===== config.mk =====
export PLATFORM = sky130hd
export DESIGN_NAME = tc_multi
export DESIGN_NICKNAME = d
export VERILOG_FILES = /design/src/rtl/tc_multi.sv
export SDC_FILE = /design/constraint.sdc
export NUM_CORES = 1
export LEC_CHECK = 0
export CAP_MARGIN = 10
export CORE_UTILIZATION = 44
export CTS_BUF_LIST = sky130_fd_sc_hd__clkbuf_2 sky130_fd_sc_hd__clkbuf_4 sky130_fd_sc_hd__clkbuf_8
export DETAILED_ROUTE_END_ITERATION = 16
export PLACE_DENSITY = 0.64
export RECOVER_POWER = 100
export SETUP_SLACK_MARGIN = 0.1
export SLEW_MARGIN = 20
export SYNTH_ARGS = -nofsm -noshare
export SYNTH_HDL_FRONTEND = slang
export SYNTH_SLANG_ARGS = --single-unit
export TNS_END_PERCENT = 20

===== constraint.sdc =====
create_clock -name clk -period 4.6 [get_ports clk]
set_clock_uncertainty 0.1 [all_clocks]
set_input_delay 0.92 -clock clk [delete_from_list [all_inputs] [get_ports clk]]
set_output_delay 0.92 -clock clk [all_outputs]
set_load 0.01 [all_outputs]

===== src/rtl/tc_multi.sv =====
// tc_multi: multi-channel prescaled down-counter timer with shared W1C status and registered irq
// Ports: clk, rst (sync, active-high); addr[5:4] channel, addr[3:2] register
// (0 CTRL, 1 PRESET, 2 COUNT, 3 STATUS); we/din write port; dout combinational
// read data; irq registered OR over channels of pending & IM.
module tc_multi #(
    parameter int NCH = 2,
    parameter int CW  = 32
) (
    input  logic        clk,
    input  logic        rst,
    input  logic [5:2]  addr,
    input  logic        we,
    input  logic [31:0] din,
    output logic [31:0] dout,
    output logic        irq
);
    localparam logic [15:0] CTRL_MASK = 16'hff0f;
    logic [15:0]    ctrl   [NCH];
    logic [CW-1:0]  preset [NCH];
    logic [CW-1:0]  count  [NCH];
    logic [7:0]     psc    [NCH];
    logic [NCH-1:0] pending, im, wr_ctrl, wr_pre, tick, ev, clr;
    logic           ch_ok;
    assign ch_ok = int'(addr[5:4]) < NCH;
    assign clr   = (we && ch_ok && addr[3:2] == 2'd3) ? din[NCH-1:0] : '0;
    // A CTRL or PRESET write to a channel suppresses its tick that cycle,
    // which is also what makes a colliding PRESET write beat the event.
    always_comb begin
        wr_ctrl = '0;
        wr_pre  = '0;
        tick    = '0;
        ev      = '0;
        im      = '0;
        for (int i = 0; i < NCH; i++) begin
            wr_ctrl[i] = we && addr[5:4] == 2'(i) && addr[3:2] == 2'd0;
            wr_pre[i]  = we && addr[5:4] == 2'(i) && addr[3:2] == 2'd1;
            tick[i]    = ctrl[i][0] && !wr_ctrl[i] && !wr_pre[i] && psc[i] == ctrl[i][15:8];
            ev[i]      = tick[i] && count[i] == '0;
            im[i]      = ctrl[i][3];
        end
    end
    always_ff @(posedge clk) begin
        if (rst) begin
            for (int i = 0; i < NCH; i++) begin
                ctrl[i]   <= '0;
                preset[i] <= '0;
                count[i]  <= '0;
                psc[i]    <= '0;
            end
            pending <= '0;
            irq     <= 1'b0;
        end else begin
            for (int i = 0; i < NCH; i++) begin
                if (wr_ctrl[i]) begin
                    ctrl[i] <= din[15:0] & CTRL_MASK;
                    psc[i]  <= '0;
                end else if (wr_pre[i]) begin
                    preset[i] <= din[CW-1:0];
                    count[i]  <= din[CW-1:0];
                    psc[i]    <= '0;
                end else if (ctrl[i][0]) begin
                    psc[i] <= tick[i] ? 8'd0 : psc[i] + 8'd1;
                    if (tick[i] && count[i] != '0)
                        count[i] <= count[i] - CW'(1);
                    else if (ev[i] && ctrl[i][2:1] == 2'b01)
                        count[i] <= preset[i];
                    else if (ev[i])
                        ctrl[i][0] <= 1'b0;
                end
            end
            // Set beats a simultaneous W1C clear.
            pending <= (pending & ~clr) | ev;
            irq     <= |(pending & im);
        end
    end
    always_comb begin
        dout = '0;
        for (int i = 0; i < NCH; i++)
            if (addr[5:4] == 2'(i))
                dout = addr[3:2] == 2'd0 ? {16'd0, ctrl[i]} :
                       addr[3:2] == 2'd1 ? 32'(preset[i]) :
                       addr[3:2] == 2'd2 ? 32'(count[i]) : 32'(pending);
    end
endmodule

==> impl_metrics.csv, run 1 <==
group,metric,value,unit
timing,setup_tns,0,ps
logic_synthesis,synth_edf_count,167,
drt,drc,0,
drt,finalWirelength,31180,um
floorplanning,die_y,151.1,um
cts,cts.htree.levels,4,
placed_design,gp_congestion,0.9397,
global_routing,grt_max_degree,41,
critical_path,end_kind,"output port",
cells_and_area,final_nets,971,
logic_synthesis,synthArstFlopShare,0,%
logic_synthesis,syn_area,0.009782,sq mm
logic_synthesis,syn_nets,906,
critical_path,max_stage_delay,660,ps
floorplanning,die_w,151.1,um
global_routing,grt_pass1_wl,46220,um
timing,finalCriticalPeriod,4418,ps
critical_path,cp-start-kind,"primary input",
timing,slew_viol_final,24,
placed_design,place_ws,232.7,ps
drt,initialDrtViolationCount,970,
logic_synthesis,synth_area_per_cell,11.35,sq um
cts,clk_pin_slew,90,ps
global_routing,grt_pass1_vias,7385,
critical_path,crit_arrival,3400,ps
run_status,violations,"max-capacitance violations, max-slew violations",
logic_synthesis,ys.flop_type,"edfxtp_1",
critical_path,r2r_slack,340,ps
floorplanning,dieArea,0.02283,sq mm
hold_path,hold-path-cell-count,2,
critical_path,r2r-end,"count[1][7]",
run_status,outcome,"finished with violations",
timing,final.setup.worst_slack,182.2,ps
global_routing,grt_remaining_overflow,0,
power,p_per_area,302.8,mW/mm^2
cts,postCtsSetupRepairBufs,0,
critical_path,worst_path_max_delay_cell,"dlygate4sd3_1",
cts,clock_path_buffers,2,
placed_design,port_buffers,71,
logic_synthesis,ys_types,72,
drt,via_count,7851,
drt,wl_per_cell,25.58,um
drt,avgViaCountPerCell,6.441,
timing,fmax,226.4,MHz
logic_synthesis,synth_area_leaders,"edfxtp_1, a22oi_1, xnor2_1",
critical_path,worstReg2RegStart,"count[1][0]",
timing,relSlewSlack,-2.099,%
global_routing,antenna_found_initial,0,
logic_synthesis,synthTopCellsByCount,"edfxtp_1, nor2_1, a22oi_1",
timing,tightest_slew,1531,ps
run,maxCapViolations,1,
critical_path,worstPathRequired,3580,ps
cts,clkSinkCount,171,
hold_path,holdPathEnd,"ctrl[1][0]",
cts,cts_buffers,17,
critical_path,path_max_fanout,40,
power,power,3386,uW
cells_and_area,synthToLayoutAreaGrowth,14.31,%
floorplanning,start_util,44.82,%
hold_path,hp-class,"reg -> reg",
logic_synthesis,synth-seq-cells,171,
critical_path,reg2reg_depth,9,
timing,hold_violations,0,
placed_design,placed_area,0.01087,sq mm
power,p_leak,0.003805,uW
cells_and_area,fin_area,0.01118,sq mm
drt,drtPass1Iterations,8,
logic_synthesis,yosysMostFrequentCell,"edfxtp_1",
power,ir_drop,0.0001859,V
cts,clk_root_buffer_cell,"clkbuf_8",
placed_design,dp_hpwl,21900,um
critical_path,path_cells,"dlygate4sd3_1 -> nor2b_4 -> buf_12 -> a22oi_1 -> o22ai_1 -> dlygate4sd3_1",
drt,ant_nets,0,
cells_and_area,final_util,51.24,%
timing,fin_crit_sh,96.04,%
cells_and_area,post_route_cells_drive_above_1_share,9.372,%
cts,clk_latency,460,ps
logic_synthesis,yosysTopAreaCell,"edfxtp_1",
floorplanning,core,0.02182,sq mm
logic_synthesis,synth_top_area_share,51.27,%
timing,setup_viol,0,
global_routing,grt.total_usage,28.00,%
cells_and_area,diodes,0,
cts,cts_tree,"built",
logic_synthesis,yosysSeqAreaShare,52.08,%
cells_and_area,num-fill-cells,1950,
logic_synthesis,synthCells,862,
logic_synthesis,yosysWarningCount,0,
critical_path,path_class,"in -> out",
critical_path,crit_top_cell,"dlygate4sd3_1",
hold_path,min_from,"ctrl[1][0]",
timing,rsz0062_at_grt,"no",
floorplanning,num_rows,54,
floorplanning,io_pins,72,
==> state kept, by name (all words and copies together), names as in the netlist <==
signal   count
count       64
irq          1
pending      2
preset      64
psc         16
ctrl        24
==> worst max-delay path, delay by kind of cell <==
kind	cells	cell delay, ps
and+or+nand+nor	1	490
buffers and inverters	3	1600
AOI/OAI and AO/OA	2	360
==> per-stage QoR <==
stage                     std cells  hold slack (ps)
after floorplan                 862            378.9
after global placement         1188            432.9
after detailed placement       1188            426.1
after CTS                      1219            442.6
after global routing           1219            479.2
final                          1219            448.2
==> how the worst max path moves through the flow <==
| stage | start | end | slack (ps) | cells past startpoint |
|---|---|---|---|---|
| 2_1_floorplan | addr[2] | count[0][0] | 710 | 4 |
| 3_3_place_gp | addr[3] | dout[26] | 240 | 7 |
| 3_5_place_dp | addr[3] | dout[24] | 230 | 7 |
| 4_1_cts | addr[3] | dout[24] | 230 | 7 |
| 5_1_grt | addr[3] | count[1][24] | 130 | 9 |
| 6_report | addr[3] | dout[28] | 180 | 6 |
==> per-layer routing <==
metal | vias up | routed length, um | track usage (%)
met4 | 0 | 646 | 8.050
met3 | 52 | 3191 | 5.361
met2 | 493 | 13810 | 41.01
met5 | - | 0 | 0
met1 | 3826 | 13530 | 41.83
li1 | 3480 | - | -
==> cell usage in the layout (no fill, tap or decap), types with 31 or more instances in the layout <==
master / Yosys / routed
clkdlybuf4s50_1: 0 / 38
nor2_1: 82 / 82
xor2_1: 37 / 37
a22oi_1: 57 / 57
a221o_1: 32 / 32
nand2_1: 35 / 35
dlygate4sd3_1: 0 / 32
edfxtp_1: 167 / 167
xnor2_1: 42 / 42
and2_0: 0 / 31
==> what timing repair did <==
item | in CTS | in global routing
endpoints found under the setup margin | 0 | 1
gates resized for setup | 0 | 1
hold buffers | 0 | 0
==> final cells by class <==
type	count	area [sq um]	area share, %
Inverter	9	33.78	0.3021
Tap cell	280	350.3	3.133
Sequential cell	171	5095	45.56
Multi-Input combinational cell	628	4374	39.12
Clock inverter	14	157.7	1.410
Clock buffer	17	234.0	2.092
Timing Repair Buffer	100	937.1	8.381
==> cell families after synthesis <==
| family | synth area share, % |
|---|---|
| fa+ha+maj | 0.6395 |
| mux | 3.492 |
| compound gates | 15.03 |
| simple gates | 18.70 |
| buf+inv | 2.980 |
| flops | 52.08 |
| xor+xnor | 7.073 |
==> power by group <==
part	internal, uW	switching (uW)	total (uW)
clock network	492	598	1090
registers	1800	103	1900
logic	165	227	392
Note: power is estimated with default switching activity, not from simulation.
==> inputs of run 2 (changes only) <==
CORE_MARGIN = 2   (was not set)
==> impl_metrics.csv, run 2 (synthesis results as in run 1) <==
group,metric,value,unit
hold_path,min_from,"preset[0][21]",
floorplanning,die_y,153.1,um
global_routing,antenna_found_initial,0,
cells_and_area,post_route_cells_drive_above_1_share,9.926,%
critical_path,worstPathRequired,3580,ps
cells_and_area,synthToLayoutAreaGrowth,14.29,%
cts,cts_tree,"built",
drt,finalWirelength,30970,um
timing,hold_violations,0,
critical_path,max_stage_delay,630,ps
cts,postCtsSetupRepairBufs,0,
cts,clock_path_buffers,2,
run_status,violations,"max-capacitance violations, max-slew violations",
cts,clkSinkCount,171,
global_routing,grt_max_degree,34,
cts,clk_latency,470,ps
cts,cts.htree.levels,4,
power,p_per_area,298.9,mW/mm^2
drt,drc,0,
timing,finalCriticalPeriod,4319,ps
drt,ant_nets,0,
timing,relSlewSlack,-61.32,%
drt,wl_per_cell,25.24,um
floorplanning,dieArea,0.02344,sq mm
power,ir_drop,0.0001615,V
cts,cts_buffers,17,
floorplanning,start_util,44.82,%
critical_path,worstReg2RegStart,"count[1][0]",
drt,initialDrtViolationCount,949,
timing,setup_tns,0,ps
global_routing,grt_remaining_overflow,0,
cts,holdBufCountCts,0,
placed_design,place_ws,468.0,ps
cts,clk_root_buffer_cell,"clkbuf_8",
run,maxCapViolations,2,
critical_path,worst_path_max_delay_cell,"dlygate4sd3_1",
cts,clk_pin_slew,100,ps
placed_design,dp_hpwl,22300,um
drt,avgViaCountPerCell,6.464,
global_routing,grt.total_usage,26.31,%
cts,cts_resized,0,
critical_path,path_max_fanout,24,
critical_path,crit_arrival,3300,ps
critical_path,path_class,"in -> out",
timing,slew_viol_final,54,
floorplanning,io_pins,72,
global_routing,grt_pass1_wl,46640,um
cells_and_area,diodes,0,
timing,fin_crit_sh,93.90,%
hold_path,holdPathEnd,"count[0][21]",
critical_path,crit_top_cell,"buf_4",
timing,fmax,231.5,MHz
critical_path,reg2reg_depth,9,
timing,hold_slack,471.5,ps
drt,drtPass1Iterations,6,
timing,final.setup.worst_slack,280.7,ps
hold_path,hold-path-cell-count,2,
placed_design,gp_congestion,0.9341,
timing,rsz0062_at_grt,"no",
cells_and_area,num-fill-cells,1980,
floorplanning,die_w,153.1,um
timing,setup_viol,0,
critical_path,path_cells,"dlygate4sd3_1 -> buf_4 -> nor2_2 -> buf_4 -> buf_4 -> a22oi_1 -> o22ai_1 -> dlygate4sd3_1",
critical_path,r2r-end,"count[1][22]",
floorplanning,core,0.02182,sq mm
placed_design,port_buffers,71,
critical_path,r2r_slack,780,ps
critical_path,end_kind,"output port",
global_routing,grt_pass1_vias,7391,
critical_path,cp-start-kind,"primary input",
drt,via_count,7931,
timing,tightest_slew,2420,ps
floorplanning,num_rows,54,
cells_and_area,final_nets,978,
power,p_leak,0.003797,uW
cells_and_area,final_common_cell,"edfxtp_1",
run_status,outcome,"finished with violations",
hold_path,hp-class,"reg -> reg",
cells_and_area,top_regs,"count (64), preset (64), ctrl (24)",
cells_and_area,final_cell_mix,"edfxtp_1, nor2_1, a22oi_1, xnor2_1, clkdlybuf4s50_1",
==> run 2: area by class of cell <==
type                       count  area, sq um  area share [%]
tap                          280        350.3           3.134
multi-input combinational    628         4377           39.15
sequential                   171         5095           45.57
clock inverter                14        133.9           1.198
timing repair buffer         107        948.4           8.483
clock buffer                  18        241.5           2.160
inverter                       9        33.78          0.3022
==> run 2: where the power goes <==
group / total (uW) / internal (uW) / switching [uW]
Clock: 1050 / 444 / 604
Combinational: 389 / 163 / 225
Sequential: 1900 / 1800 / 103
Total: 3340 / 2410 / 933
==> run 2: worst max path at each step <==
| stage | start | endpoint | slack, ps | cells past startpoint |
|---|---|---|---|---|
| floorplan | addr[2] | count[0][0] | 710 | 4 |
| global placement | addr[3] | dout[28] | 480 | 8 |
| detailed placement | addr[3] | count[0][9] | 470 | 10 |
| CTS | addr[3] | dout[23] | 470 | 8 |
| global route | addr[3] | dout[28] | 150 | 8 |
| finish | addr[3] | dout[24] | 280 | 8 |
==> run 2: metrics by stage <==
stage	util (%)	total power, uW	cell area (sq um)	cells
6_report	51.23	3342	11180	1227
2_1_floorplan	-	2115	9782	862
3_5_place_dp	49.89	2324	10890	1195
5_1_grt	51.23	3432	11180	1227
3_3_place_gp	49.88	2327	10890	1195
4_1_cts	51.61	3351	11260	1227
==> run 2: critical path, delay by kind of cell <==
family	cells	cell delay [ps]
buffers and inverters	5	1960
AO/OA/AOI/OAI	2	280
AND/OR/NAND/NOR	1	120
==> run 2: per-layer routing <==
layer  vias to the layer above  GRT usage [%]  share of wire (%)
met4                         0          7.716                2.3
met5                         -              0                  0
met2                       489          39.24                 45
met1                      3894          38.78                 43
li1                       3494              -                  -
met3                        54          5.529                 10
==> inputs of run 3 (changes only) <==
CORE_MARGIN = not set   (was 2)
==> results of run 3 <==
Final layout, timing and power as in run 1 (identical DEF).
